--- src/rtl/fetch_stage.sv ---
// ---------------------------------------------------------------------------
// fetch_stage
//   Instruction-fetch stage plus the IF/ID pipeline register. Owns the PC,
//   requests words from an instruction memory with a ready handshake, and
//   presents {curr_pc_fd, curr_instr_fd, valid_fd} to decode. Decode can hold
//   the stage (stall) or redirect it to a branch target (flush). Fetching a
//   HLT word freezes the stage until a flush or reset.
//
// Ports
//   clk            in   1   system clock, rising edge
//   rst_n          in   1   synchronous active-low reset
//   stall          in   1   hold PC and IF/ID this cycle
//   flush          in   1   redirect to branch_pc, squash IF/ID
//   branch_pc      in   16  redirect target, valid with flush
//   imem_req       out  1   fetch request (FETCH and WAIT states)
//   imem_addr      out  16  fetch address, always the PC register
//   imem_rdy       in   1   imem_data valid for imem_addr this cycle
//   imem_data      in   16  instruction word
//   curr_pc_fd     out  16  PC of the instruction in IF/ID
//   curr_instr_fd  out  16  instruction in IF/ID
//   valid_fd       out  1   IF/ID holds a real instruction
//   halted         out  1   stage is frozen on HLT
//   wait_cnt       out  16  saturating count of cycles spent in WAIT
// ---------------------------------------------------------------------------
module fetch_stage #(
    parameter logic [15:0] RESET_PC   = 16'h0000,
    parameter logic [15:0] NOP_INSTR  = 16'hE000,
    parameter logic [3:0]  HLT_OPCODE = 4'hF
) (
    input  logic        clk,
    input  logic        rst_n,
    input  logic        stall,
    input  logic        flush,
    input  logic [15:0] branch_pc,
    output logic        imem_req,
    output logic [15:0] imem_addr,
    input  logic        imem_rdy,
    input  logic [15:0] imem_data,
    output logic [15:0] curr_pc_fd,
    output logic [15:0] curr_instr_fd,
    output logic        valid_fd,
    output logic        halted,
    output logic [15:0] wait_cnt
);

    typedef enum logic [1:0] {
        S_FETCH  = 2'd0,
        S_WAIT   = 2'd1,
        S_HALTED = 2'd2
    } state_e;

    state_e      state_q,    state_d;
    logic [15:0] pc_q,       pc_d;
    logic [15:0] pc_fd_q,    pc_fd_d;
    logic [15:0] instr_fd_q, instr_fd_d;
    logic        valid_fd_q, valid_fd_d;
    logic [15:0] wait_cnt_q, wait_cnt_d;

    // Next-state logic. Priority: flush > stall > normal fetch progress.
    always_comb begin
        // NOTE: every signal gets a hold default first so no path through the
        // branches below can leave one unassigned and infer a latch.
        state_d    = state_q;
        pc_d       = pc_q;
        pc_fd_d    = pc_fd_q;
        instr_fd_d = instr_fd_q;
        valid_fd_d = valid_fd_q;

        if (flush) begin
            // Redirect from any state; any pending or same-cycle word is dropped.
            state_d    = S_FETCH;
            pc_d       = branch_pc;
            pc_fd_d    = branch_pc;
            instr_fd_d = NOP_INSTR;
            valid_fd_d = 1'b0;
        end else if (stall) begin
            // PC and IF/ID hold; a missing word still moves FETCH into WAIT.
            // A ready word is ignored here and refetched once the stall drops.
            if (state_q == S_FETCH && !imem_rdy) begin
                state_d = S_WAIT;
            end
        end else begin
            unique case (state_q)
                S_FETCH, S_WAIT: begin
                    if (imem_rdy) begin
                        pc_fd_d    = pc_q;
                        instr_fd_d = imem_data;
                        valid_fd_d = 1'b1;
                        if (imem_data[15:12] == HLT_OPCODE) begin
                            state_d = S_HALTED;
                        end else begin
                            state_d = S_FETCH;
                            pc_d    = pc_q + 16'd2;
                        end
                    end else begin
                        state_d    = S_WAIT;
                        pc_fd_d    = pc_q;
                        instr_fd_d = NOP_INSTR;
                        valid_fd_d = 1'b0;
                    end
                end
                S_HALTED: begin
                    // Frozen with the HLT word visible to decode.
                end
                default: begin
                    state_d = S_FETCH;
                end
            endcase
        end
    end

    // Counts every cycle spent in WAIT, regardless of stall/flush.
    always_comb begin
        wait_cnt_d = wait_cnt_q;
        if (state_q == S_WAIT && wait_cnt_q != 16'hFFFF) begin
            wait_cnt_d = wait_cnt_q + 16'd1;
        end
    end

    always_ff @(posedge clk) begin
        // NOTE: state registers use non-blocking assignments so every flop
        // samples the pre-edge values regardless of statement order.
        if (!rst_n) begin
            state_q    <= S_FETCH;
            pc_q       <= RESET_PC;
            pc_fd_q    <= RESET_PC;
            instr_fd_q <= NOP_INSTR;
            valid_fd_q <= 1'b0;
            wait_cnt_q <= 16'h0000;
        end else begin
            state_q    <= state_d;
            pc_q       <= pc_d;
            pc_fd_q    <= pc_fd_d;
            instr_fd_q <= instr_fd_d;
            valid_fd_q <= valid_fd_d;
            wait_cnt_q <= wait_cnt_d;
        end
    end

    assign imem_req      = (state_q != S_HALTED);
    assign imem_addr     = pc_q;
    assign curr_pc_fd    = pc_fd_q;
    assign curr_instr_fd = instr_fd_q;
    assign valid_fd      = valid_fd_q;
    assign halted        = (state_q == S_HALTED);
    assign wait_cnt      = wait_cnt_q;

endmodule
--- config.mk ---
export PLATFORM = sky130hd
export DESIGN_NAME = fetch_stage
export DESIGN_NICKNAME = d
export VERILOG_FILES = /design/src/rtl/fetch_stage.sv
export SDC_FILE = /design/constraint.sdc
export NUM_CORES = 1
export LEC_CHECK = 0
export BUFFER_PORTS_ARGS = -buffer_cell sky130_fd_sc_hd__buf_2
export CAP_MARGIN = 15
export CORE_UTILIZATION = 52
export DETAILED_ROUTE_END_ITERATION = 6
export PLACE_DENSITY = 0.95
export SETUP_SLACK_MARGIN = 0.1
export SYNTH_ARGS = -nofsm -noshare
export SYNTH_HDL_FRONTEND = slang
export SYNTH_SLANG_ARGS = --single-unit
export TNS_END_PERCENT = 30
--- constraint.sdc ---
create_clock -name clk -period 2.7 [get_ports clk]
set_input_delay 0.54 -clock clk [delete_from_list [all_inputs] [get_ports clk]]
set_output_delay 0.54 -clock clk [all_outputs]
set_load 0.01 [all_outputs]
; ---- After elaboration in Yosys (flattened, before gate mapping)
; Cells that the tools add are included.
[classes]
mux = 15
reduce_logical = 12
addsub = 2
n_eq_ne = 9
n_bitwise = 2
[op_table]
columns = op, n
row1 = 16-bit two-way mux, 9
row2 = 16-bit by 1-bit adder with 16-bit output (second input constant), 1
row3 = 16-bit by 2-bit adder with 16-bit output (second input constant), 1
row4 = 16-bit != test (second input constant), 1
row5 = 2-bit two-way mux, 4
row6 = 2-bit != test (second input constant), 3
row7 = 2-bit AND reduction, 3
row8 = 4-bit == test (second input constant), 1
row9 = 2-bit by 1-bit != test with 1-bit output (second input constant), 2
row10 = 2-bit case mux with 2 select lines, 1
row11 = 4-bit AND reduction, 1
row12 = 2-bit nonzero test, 2
row13 = 2-bit OR reduction, 2
row14 = 2-bit by 1-bit == test with 1-bit output (second input constant), 1
row15 = 2-bit == test (second input constant), 1
row16 = 1-bit logical AND, 2
row17 = 2-bit zero test, 1
row18 = 1-bit NOT, 2
row19 = 1-bit zero test, 1
row20 = 1-bit two-way mux, 1
[totals]
out_inout_bits = 67
register_bits = 67
input_bits = 37
wordCells = 46

; ---- Logic depth before layout (Yosys ltp)
; Gate-level depths: netlist (run 1).
[logic_depth]
ltp_word = 6
ltp_mapped = 6
mapped_depth_nobuf = 5

; ---- Worst setup path before layout (run 1)
; Ideal clock, no wire load.
[synth_path]
path_type = input to register
from = in imem_rdy
to = reg pc_q[12], in the netlist imem_addr[12]
arrival_ns = 1.784
cell_stages = 5
required_time_ns = 2.626
path_slack_ns = 0.841
setup_ns = 0.074
path_cell_list = buf_2 nor3b_4 nand4_1 or3_1 a31oi_1
[synth_between]
elab_chain_cells = 2
[synth_lines]
columns = item, line_no
row1 = start: declaration, 37  ; input logic imem_rdy,
row2 = 2-bit nonzero test (no line), n/a
row3 = 4-bit AND reduction (no line), n/a
row4 = end signal: assignment, 132  ; pc_q <= pc_d;
row5 = end: declaration, 53  ; logic [15:0] pc_q, pc_d;
; Every way passes these cells.
; A chain may end at the register's enable or synchronous reset.

; ---- Worst setup path in the final report (run 1)
; Same ends and word-level chain as after synthesis.

==> results of run 1 <==
==> placed cells by master, fill, tap and decap left out, types with 3 or more instances in the layout <==
cell and n:
buf_2 103, dfxtp_1 67, nand2_1 59, o21ai_0 32
a21oi_1 32, a31oi_1 22, nand3_1 19, or3_1 13
nand4_1 12, clkbuf_8 11, nor2_1 9, and3_1 8
inv_1 6, or4_1 5, xor2_1 4, mux2i_1 4
o31ai_1 4, buf_4 4, nor2b_1 3, and4_1 3
a311oi_1 3, nor3_1 3, and2_1 3, nand2b_1 3
nand3b_1 3
==> layer usage <==
layer	global-route usage (%)	share of wire, %
met4	14.0	1.5
met2	46.3	48
met1	34.6	42
met3	6.19	8.5
met5	0	0
==> final cells by class <==
class	count	area, µm²
fillers	440	1590
multi-input cells	263	1490
well taps	70	87.6
clock buffers	13	159
inverters	6	22.5
clock inverters	2	35.0
flip-flops and latches	67	1340
repair buffers	107	546
==> cells by family (layout without fill, tap and decap cells) <==
family                   after synthesis  in the layout
AND/OR/NAND/NOR                      153            153
multiplexers                           4              4
adder cells (fa/ha/maj)                2              2
flip-flops                            67             67
AO/OA/AOI/OAI                         99             99
buffers and inverters                 26            128
XOR/XNOR                               5              5
==> worst reg2reg max path: cells and delay by family, from the launching register on <==
kind / cells / cell delay, ps
AND/OR/NAND/NOR: 2 / 1000
flip-flops: 1 / 440
AO/OA/AOI/OAI: 2 / 210
buffers and inverters: 1 / 270
==> registers in the layout, indices dropped and copies added, names as in the netlist <==
signal,flops
curr_instr_fd,16
curr_pc_fd,16
imem_addr,16
wait_cnt,16
state_q,2
valid_fd,1
==> worst min path at each step <==
| stage | slack (ps) | from | cells after the start | to |
|---|---|---|---|---|
| finish | 450 | curr_instr_fd[3] | 2 | curr_instr_fd[3] |
| global route | 460 | imem_data[6] | 3 | curr_instr_fd[6] |
| CTS | 450 | branch_pc[0] | 3 | imem_addr[0] |
| detailed placement | 450 | curr_instr_fd[3] | 2 | curr_instr_fd[3] |
| global placement | 440 | curr_instr_fd[3] | 2 | curr_instr_fd[3] |
| floorplan | 480 | curr_instr_fd[0] | 2 | curr_instr_fd[0] |
==> power groups by stage <==
stage	combinational (mW)	sequential (mW)	clock, mW
after CTS	0.216	1.07	0.861
final	0.216	1.07	0.851
after global routing	0.238	1.07	0.904
after global placement	0.207	1.09	0
after detailed placement	0.215	1.09	0
after floorplan	0.102	1.10	0
==> through the flow <==
step | hold WS (ps) | power, mW | instance area, µm² | utilization, % | cells
floorplan | 476 | 1.20 | 2940 | - | 356
global placement | 436 | 1.29 | 3490 | 66.2 | 513
detailed placement | 445 | 1.30 | 3490 | 66.2 | 513
CTS | 446 | 2.15 | 3680 | 69.9 | 528
global route | 462 | 2.22 | 3680 | 69.9 | 528
finish | 455 | 2.14 | 3680 | 69.9 | 528
==> reports/metrics.cfg, run 1 <==
[yosys]
yosys.area_share.adder_pct = 0.852
synthFlopType = dfxtp_1
synth-xor-area-share_pct = 1.49
synth_edf_count = 0
ys_top_cells_by_area = dfxtp_1, nand2_1, a21oi_1
yosysTopAreaCellShare_pct = 45.7
synthTopCellsByCount = dfxtp_1, nand2_1, a21oi_1, o21ai_0, a31oi_1
syn_avg_cell_area_um2 = 8.25
synthArstFlopShare_pct = 0
ys_types = 40
synth_nets = 395
synth_sequential_area_ratio_pct = 45.7
yosysMostFrequentCell = dfxtp_1
muxShareOfSynthArea_pct = 1.36
syn-cell-area_um2 = 2940
synth_top_family_by_area = simple AND/OR/NAND/NOR gates
ys_seq_elements = 67
synth_simple_gate_area_share_pct = 27.8
yosys_warnings = 0
synth_compound_area_share_pct = 19.2
yosysTopAreaCell = dfxtp_1
synth_cells = 356

[clock_network]
clkSinkCount = 67
clockRootBuffer = clkbuf_8
clk_path_buf_depth = 2
cts_setup_buffers = 0
cts_buffers = 9
worstSkewPairLatency_ps = 350
path_clk_slew_ps = 70
postCtsHoldBufs = 0
post_cts_resized = 0
htreeDepth = 3
cts_tree = done

[timing]
slew_viol_final = 0
slew_headroom_pct = 48.4
finClkSkew_ps = 9.45
finalHoldViolations = 0
setup_tns_ps = 0
finalCritPeriodShare_pct = 75.5
min_period_ps = 2040
max_freq_mhz = 491
setup_slack_ps = 661
tightest_slew_ps = 768
setup_violations = 0
rsz0062_at_grt = no

[floorplanning]
ioPinCount = 104
design.core.area_um2 = 5270
rows = 26
fp.dieW_um = 77.2
die_h_um = 77.2
start_util_pct = 55.7
die_area_um2 = 5950

[flow_run]
cap_violations = 0

[setup_path]
endpoint = imem_addr[12]
critPathTopFamily = simple AND/OR/NAND/NOR gates
crit_cells = 5
crit_slowest_cell = nor3b_4
slowest_delay_ps = 470
r2r-end = wait_cnt[7]
crit_fanout = 18
critPathRequiredTime_ps = 2980
worstPathBufferInverterCount = 1
worst-endpoint-arrival_ps = 2320
cp-startpoint = imem_rdy
r2r_cells = 5
worstPathCellList = buf_2 -> nor3b_4 -> nand4_1 -> or3_1 -> a31oi_1
worstSetupPathType = in2reg
r2r_slack_ps = 670
start_kind = input pin
endpoint_kind = register
rr_startpoint = wait_cnt[3]

[worst_hold_path]
hold_class = reg2reg

[final_layout]
final_nets = 493
drive_above_1_share_pct = 27.9
diodes = 0
areaGrowthSynthToFinish_pct = 25.4

[power]
p_clk_share_pct = 39.8
seq_power_share_pct = 50.0
total_leakage_power_nw = 1.55
switching_share_pct = 25.7
vdd_drop_max_v = 0.000342
combPwrFrac_pct = 10.1
powerDensity_nw_per_um2 = 581
p_int_mw = 1.59
switchingPower_mw = 0.550

[grt]
grt_pass1_wl_mm = 13.4
antenna_found_initial = 0
grt_max_degree = 38
track_usage_pct = 28.2
overflow = 0
grt_pass1_vias = 2901

[route]
detail_route.wl_per_cell_um = 15.3
drc_errors = 0
drtIter0Drc = 277
drt_wl_total_mm = 8.05
vias_per_cell = 5.94
ant_nets = 0
first_pass_iters = 5
vias = 3137

[placed_design]
dpl_worst_slack_ps = 366
port_buffers = 103
dp_hpwl_mm = 5.51
gp_congestion = 0.818

[status]
outcome = complete, no violations

(Power assumes the default switching activity.)
==> inputs of run 2 (changes only) <==
--- a/config.mk
+++ b/config.mk
@@ -5,11 +5,12 @@
 export SDC_FILE = /design/constraint.sdc
 export NUM_CORES = 1
 export LEC_CHECK = 0
+export ABC_AREA = 1
 export BUFFER_PORTS_ARGS = -buffer_cell sky130_fd_sc_hd__buf_2
 export CAP_MARGIN = 15
-export CORE_UTILIZATION = 52
+export CORE_UTILIZATION = 46
 export DETAILED_ROUTE_END_ITERATION = 6
-export PLACE_DENSITY = 0.95
+export PLACE_DENSITY = 0.88
 export SETUP_SLACK_MARGIN = 0.1
 export SYNTH_ARGS = -nofsm -noshare
 export SYNTH_HDL_FRONTEND = slang
==> constraint.sdc (replaced) <==
create_clock -name clk -period 1.77 [get_ports clk]
set_input_delay 0.354 -clock clk [delete_from_list [all_inputs] [get_ports clk]]
set_output_delay 0.354 -clock clk [all_outputs]
set_load 0.01 [all_outputs]
==> reports/metrics.cfg, run 2 <==
[timing]
tightest_slew_ps = 475
setup_tns_ps = 0
slew_headroom_pct = 68.3
rsz0062_at_grt = yes
finClkSkew_ps = 8.45
min_period_ps = 1620
finalCritPeriodShare_pct = 91.6
setup_violations = 0
finalHoldViolations = 0
slew_viol_final = 0
max_freq_mhz = 617

[clock_network]
worstSkewPairLatency_ps = 340
clkSinkCount = 67
path_clk_slew_ps = 80
cts_tree = done
cts_buffers = 9
htreeDepth = 3
postCtsHoldBufs = 0
clockRootBuffer = clkbuf_8
clk_path_buf_depth = 2

[power]
total_leakage_power_nw = 1.90
vdd_drop_max_v = 0.000349
powerDensity_nw_per_um2 = 819

[placed_design]
dp_hpwl_mm = 6.53
gp_congestion = 0.865
port_buffers = 103
dp_cells = 685

[setup_path]
endpoint_kind = register
crit_fanout = 9
r2r_slack_ps = 150
critPathRequiredTime_ps = 2000
worstSetupPathType = reg2reg
worst-endpoint-arrival_ps = 1850
r2r-end = wait_cnt[15]
r2r_cells = 8
cp-startpoint = wait_cnt[1]
rr_startpoint = wait_cnt[1]
start_kind = register

[yosys]
synth_sequential_area_ratio_pct = 39.9
synthFlopType = dfxtp_1
synth_edf_count = 0
synth_nets = 535
ys_types = 32
yosys_warnings = 0
synthArstFlopShare_pct = 0
syn-cell-area_um2 = 3360
yosysTopAreaCell = dfxtp_1
synthTopCellsByCount = nand2_1, dfxtp_1, nor2_1
yosysTopAreaCellShare_pct = 39.9
yosysMostFrequentCell = nand2_1
syn_avg_cell_area_um2 = 6.77
ys_top_cells_by_area = dfxtp_1, nand2_1, nor2_1
synth_cells = 496
ys_seq_elements = 67

[status]
outcome = complete, no violations

[grt]
overflow = 0
antenna_found_initial = 0
grt_max_degree = 29
grt_pass1_wl_mm = 14.6
grt_pass1_vias = 3301
track_usage_pct = 24.5

[final_layout]
final_nets = 641
layout_commonest_cell = nand2_1
areaGrowthSynthToFinish_pct = 25.5
utilization_pct = 61.0
layout_common_cells = nand2_1, buf_2, dfxtp_1
finalNonFillerCells = 702
diodes = 0
drive_above_1_share_pct = 27.2

[worst_hold_path]
hold_class = in2reg
whs_path_depth = 3
hold_start = imem_data[14]
whs_endpoint = curr_instr_fd[14]

[flow_run]
cap_violations = 0

[route]
ant_nets = 0
first_pass_iters = 4
drt_wl_total_mm = 9.15
vias_per_cell = 5.17
drc_errors = 0
detail_route.wl_per_cell_um = 13.0
vias = 3630
drtIter0Drc = 246

[floorplanning]
die_h_um = 87.4
start_util_pct = 48.6
rows = 30
fp.dieW_um = 87.4
ioPinCount = 104
die_area_um2 = 7650
design.core.area_um2 = 6910

run 2: kinds of logic after synthesis:
group	Yosys count	synth area share (%)
flops	67	39.9
compound gates	84	15.0
simple gates	274	34.6
xor+xnor	8	2.09
fa+ha+maj	2	0.745
buf+inv	61	7.68
run 2: critical path: stages, from the launching register on:
cell and delay [ps]:
dfxtp_1 400, ha_2 250, nand2_2 80, nor2_4 130, nand2_4 80, nor2_2 200, nor2_2 140, a21oi_1 170
nor2_1 60
run 2: layer usage:
| metal | share of wire, % | global-route usage [%] | vias up | wire (µm) |
|---|---|---|---|---|
| met1 | 41 | 29.1 | 1699 | 3760 |
| met2 | 51 | 43.0 | 100 | 4630 |
| met4 | 2.3 | 9.69 | 0 | 209 |
| met5 | 0 | 0 | - | 0 |
| li1 | - | - | 1814 | - |
| met3 | 6.0 | 5.21 | 17 | 549 |
run 2: how the worst max path moves through the flow:
stage / endpoint / slack (ps)
after floorplan: wait_cnt[10] / 210
final: wait_cnt[15] / 150
after detailed placement: wait_cnt[4] / 150
after global routing: wait_cnt[15] / 50
after CTS: wait_cnt[14] / 120
after global placement: wait_cnt[3] / 220
run 2: per-stage QoR:
| step | hold slack [ps] | cell area (µm²) | power, mW | setup slack, ps |
|---|---|---|---|---|
| 5_1_grt | 244 | 4220 | 3.59 | 54.1 |
| 4_1_cts | 239 | 4180 | 3.46 | 119 |
| 6_report | 246 | 4220 | 3.45 | 148 |
| 3_3_place_gp | 448 | 3970 | 2.06 | 220 |
| 2_1_floorplan | 450 | 3360 | 1.91 | 215 |
| 3_5_place_dp | 458 | 3970 | 2.07 | 154 |
run 2: final cells by class:
type / instances / area (µm²)
well taps: 96 / 120
multi-input cells: 369 / 1770
clock buffers: 10 / 138
flip-flops and latches: 67 / 1340
clock inverters: 5 / 77.6
repair buffers: 114 / 611
fillers: 665 / 2690
inverters: 41 / 154
run 2: power by group:
group / switching (mW) / internal (mW)
registers: 0.0602 / 1.57
clock network: 0.584 / 0.819
logic: 0.256 / 0.165
total: 0.900 / 2.55
run 2: timing repair:
action,in CTS,in global routing
setup buffers,0,1
setup endpoints to repair,0,19
gates resized for setup,0,3
==> inputs of run 3 (changes only) <==
--- a/config.mk
+++ b/config.mk
@@ -8,9 +8,10 @@
 export ABC_AREA = 1
 export BUFFER_PORTS_ARGS = -buffer_cell sky130_fd_sc_hd__buf_2
 export CAP_MARGIN = 15
-export CORE_UTILIZATION = 46
+export CORE_UTILIZATION = 48
+export CTS_BUF_LIST = sky130_fd_sc_hd__clkbuf_4 sky130_fd_sc_hd__clkbuf_8
 export DETAILED_ROUTE_END_ITERATION = 6
-export PLACE_DENSITY = 0.88
+export PLACE_DENSITY = 0.91
 export SETUP_SLACK_MARGIN = 0.1
 export SYNTH_ARGS = -nofsm -noshare
 export SYNTH_HDL_FRONTEND = slang
==> reports/metrics.cfg, run 3 (synthesis results as in run 2) <==
[clock_network]
htreeDepth = 3
path_clk_slew_ps = 70
cts_tree = done
postCtsHoldBufs = 0
clockRootBuffer = clkbuf_8
worstSkewPairLatency_ps = 340
clkSinkCount = 67
clk_path_buf_depth = 2
cts_buffers = 9

[route]
vias_per_cell = 5.20
drtIter0Drc = 201
highest_layer = met4
vias = 3666
wl_met1_mm = 3.74
drt_wl_total_mm = 9.01
ant_nets = 0
drc_errors = 0
wl_met2_mm = 4.54
detail_route.wl_per_cell_um = 12.8
met3_length_um = 504
first_pass_iters = 5

[setup_path]
worst-endpoint-arrival_ps = 1820
r2r_slack_ps = 180
crit_fanout = 17
start_kind = register
crit_slowest_cell = dfxtp_2
worstPathCellList = ha_2 -> nand2_2 -> nor2_4 -> nand2_4 -> nor2_2 -> nor2_4 -> buf_12 -> a21oi_1 -> nor2_1
slowest_delay_ps = 360
endpoint_kind = register
critPathRequiredTime_ps = 2000
worstSetupPathType = reg2reg
crit_top_cell = nor2_4

[power]
vdd_drop_max_v = 0.000399
powerDensity_nw_per_um2 = 774
total_leakage_power_nw = 1.92

[final_layout]
diodes = 0
final_nets = 645
areaGrowthSynthToFinish_pct = 26.2
layout_commonest_cell = nand2_1
layout_common_cells = nand2_1, buf_2, dfxtp_1
fillers = 609
drive_above_1_share_pct = 28.1
finalNonFillerCells = 705

[timing]
finalHoldViolations = 0
rsz0062_at_grt = no
min_period_ps = 1590
max_freq_mhz = 628
setup_tns_ps = 0
finalCritPeriodShare_pct = 90.0
slew_viol_final = 0
tightest_slew_ps = 503
slew_headroom_pct = 66.4
finClkSkew_ps = 9.25
setup_violations = 0

[grt]
grt_pass1_vias = 3272
track_usage_pct = 24.6
overflow = 0
grt_max_degree = 21
antenna_found_initial = 0
grt_pass1_wl_mm = 14.4

[placed_design]
port_buffers = 103
dp_cells = 689
gp_congestion = 0.884
dp_hpwl_mm = 6.62

[floorplanning]
design.core.area_um2 = 6790
die_h_um = 85.6
start_util_pct = 49.4
ioPinCount = 104
die_area_um2 = 7340
rows = 30
fp.dieW_um = 85.6

[flow_run]
cap_violations = 0

[worst_hold_path]
hold_class = in2reg

[status]
outcome = complete, no violations

## run 3: critical path: cells and delay by family (launching register included)
| kind | cells | cell delay, ps |
|---|---|---|
| AOI/OAI and AO/OA | 1 | 140 |
| adders and majority gates | 1 | 230 |
| buffers and inverters | 1 | 150 |
| DFF | 1 | 360 |
| and+or+nand+nor | 6 | 610 |
## run 3: where the power goes
group	switching [mW]	total, mW	leakage (nW)	internal, mW
Sequential	0.0620	1.63	0.549	1.57
Clock	0.533	1.22	0.0985	0.685
Combinational	0.255	0.429	1.27	0.174
Total	0.850	3.28	1.92	2.43
## run 3: path summary, 6_finish.rpt
kind                                       start                end  cells past startpoint
worst max-delay path                 wait_cnt[0]       wait_cnt[15]                      9
worst max register to register       wait_cnt[0]       wait_cnt[15]                      9
worst min register to register  curr_instr_fd[5]   curr_instr_fd[5]                      2
worst min-delay path               imem_data[15]  curr_instr_fd[15]                      3
## run 3: routing by layer
| metal | vias to the layer above | global-route usage (%) |
|---|---|---|
| met3 | 19 | 4.43 |
| met1 | 1679 | 28.9 |
| met5 | - | 0 |
| li1 | 1831 | - |
| met2 | 137 | 43.5 |
| met4 | 0 | 11.1 |
## run 3: final cells by class
type | count | area, µm² | share of cell area [%]
well taps | 96 | 120 | 2.83
repair buffers | 119 | 661 | 15.6
inverters | 41 | 154 | 3.63
clock inverters | 3 | 40.0 | 0.945
multi-input cells | 368 | 1770 | 41.9
flip-flops and latches | 67 | 1340 | 31.7
clock buffers | 11 | 145 | 3.42
## run 3: metrics by stage
step                      cell area [µm²]  utilization [%]  power, mW  setup WS, ps  hold slack (ps)
after floorplan                      3360                -       1.91           215              450
after global placement               4000             58.8       2.07           185              449
after detailed placement             4000             58.8       2.08           151              453
after CTS                            4180             61.5       3.29           128              243
after global routing                 4240             62.4       3.44           104              254
final                                4240             62.4       3.28           177              259
## run 3: timing repair
| item | in CTS | in global routing |
|---|---|---|
| endpoints found under the setup margin | 0 | 20 |
| gates resized for setup | 0 | 6 |
| buffers inserted | 0 | 2 |
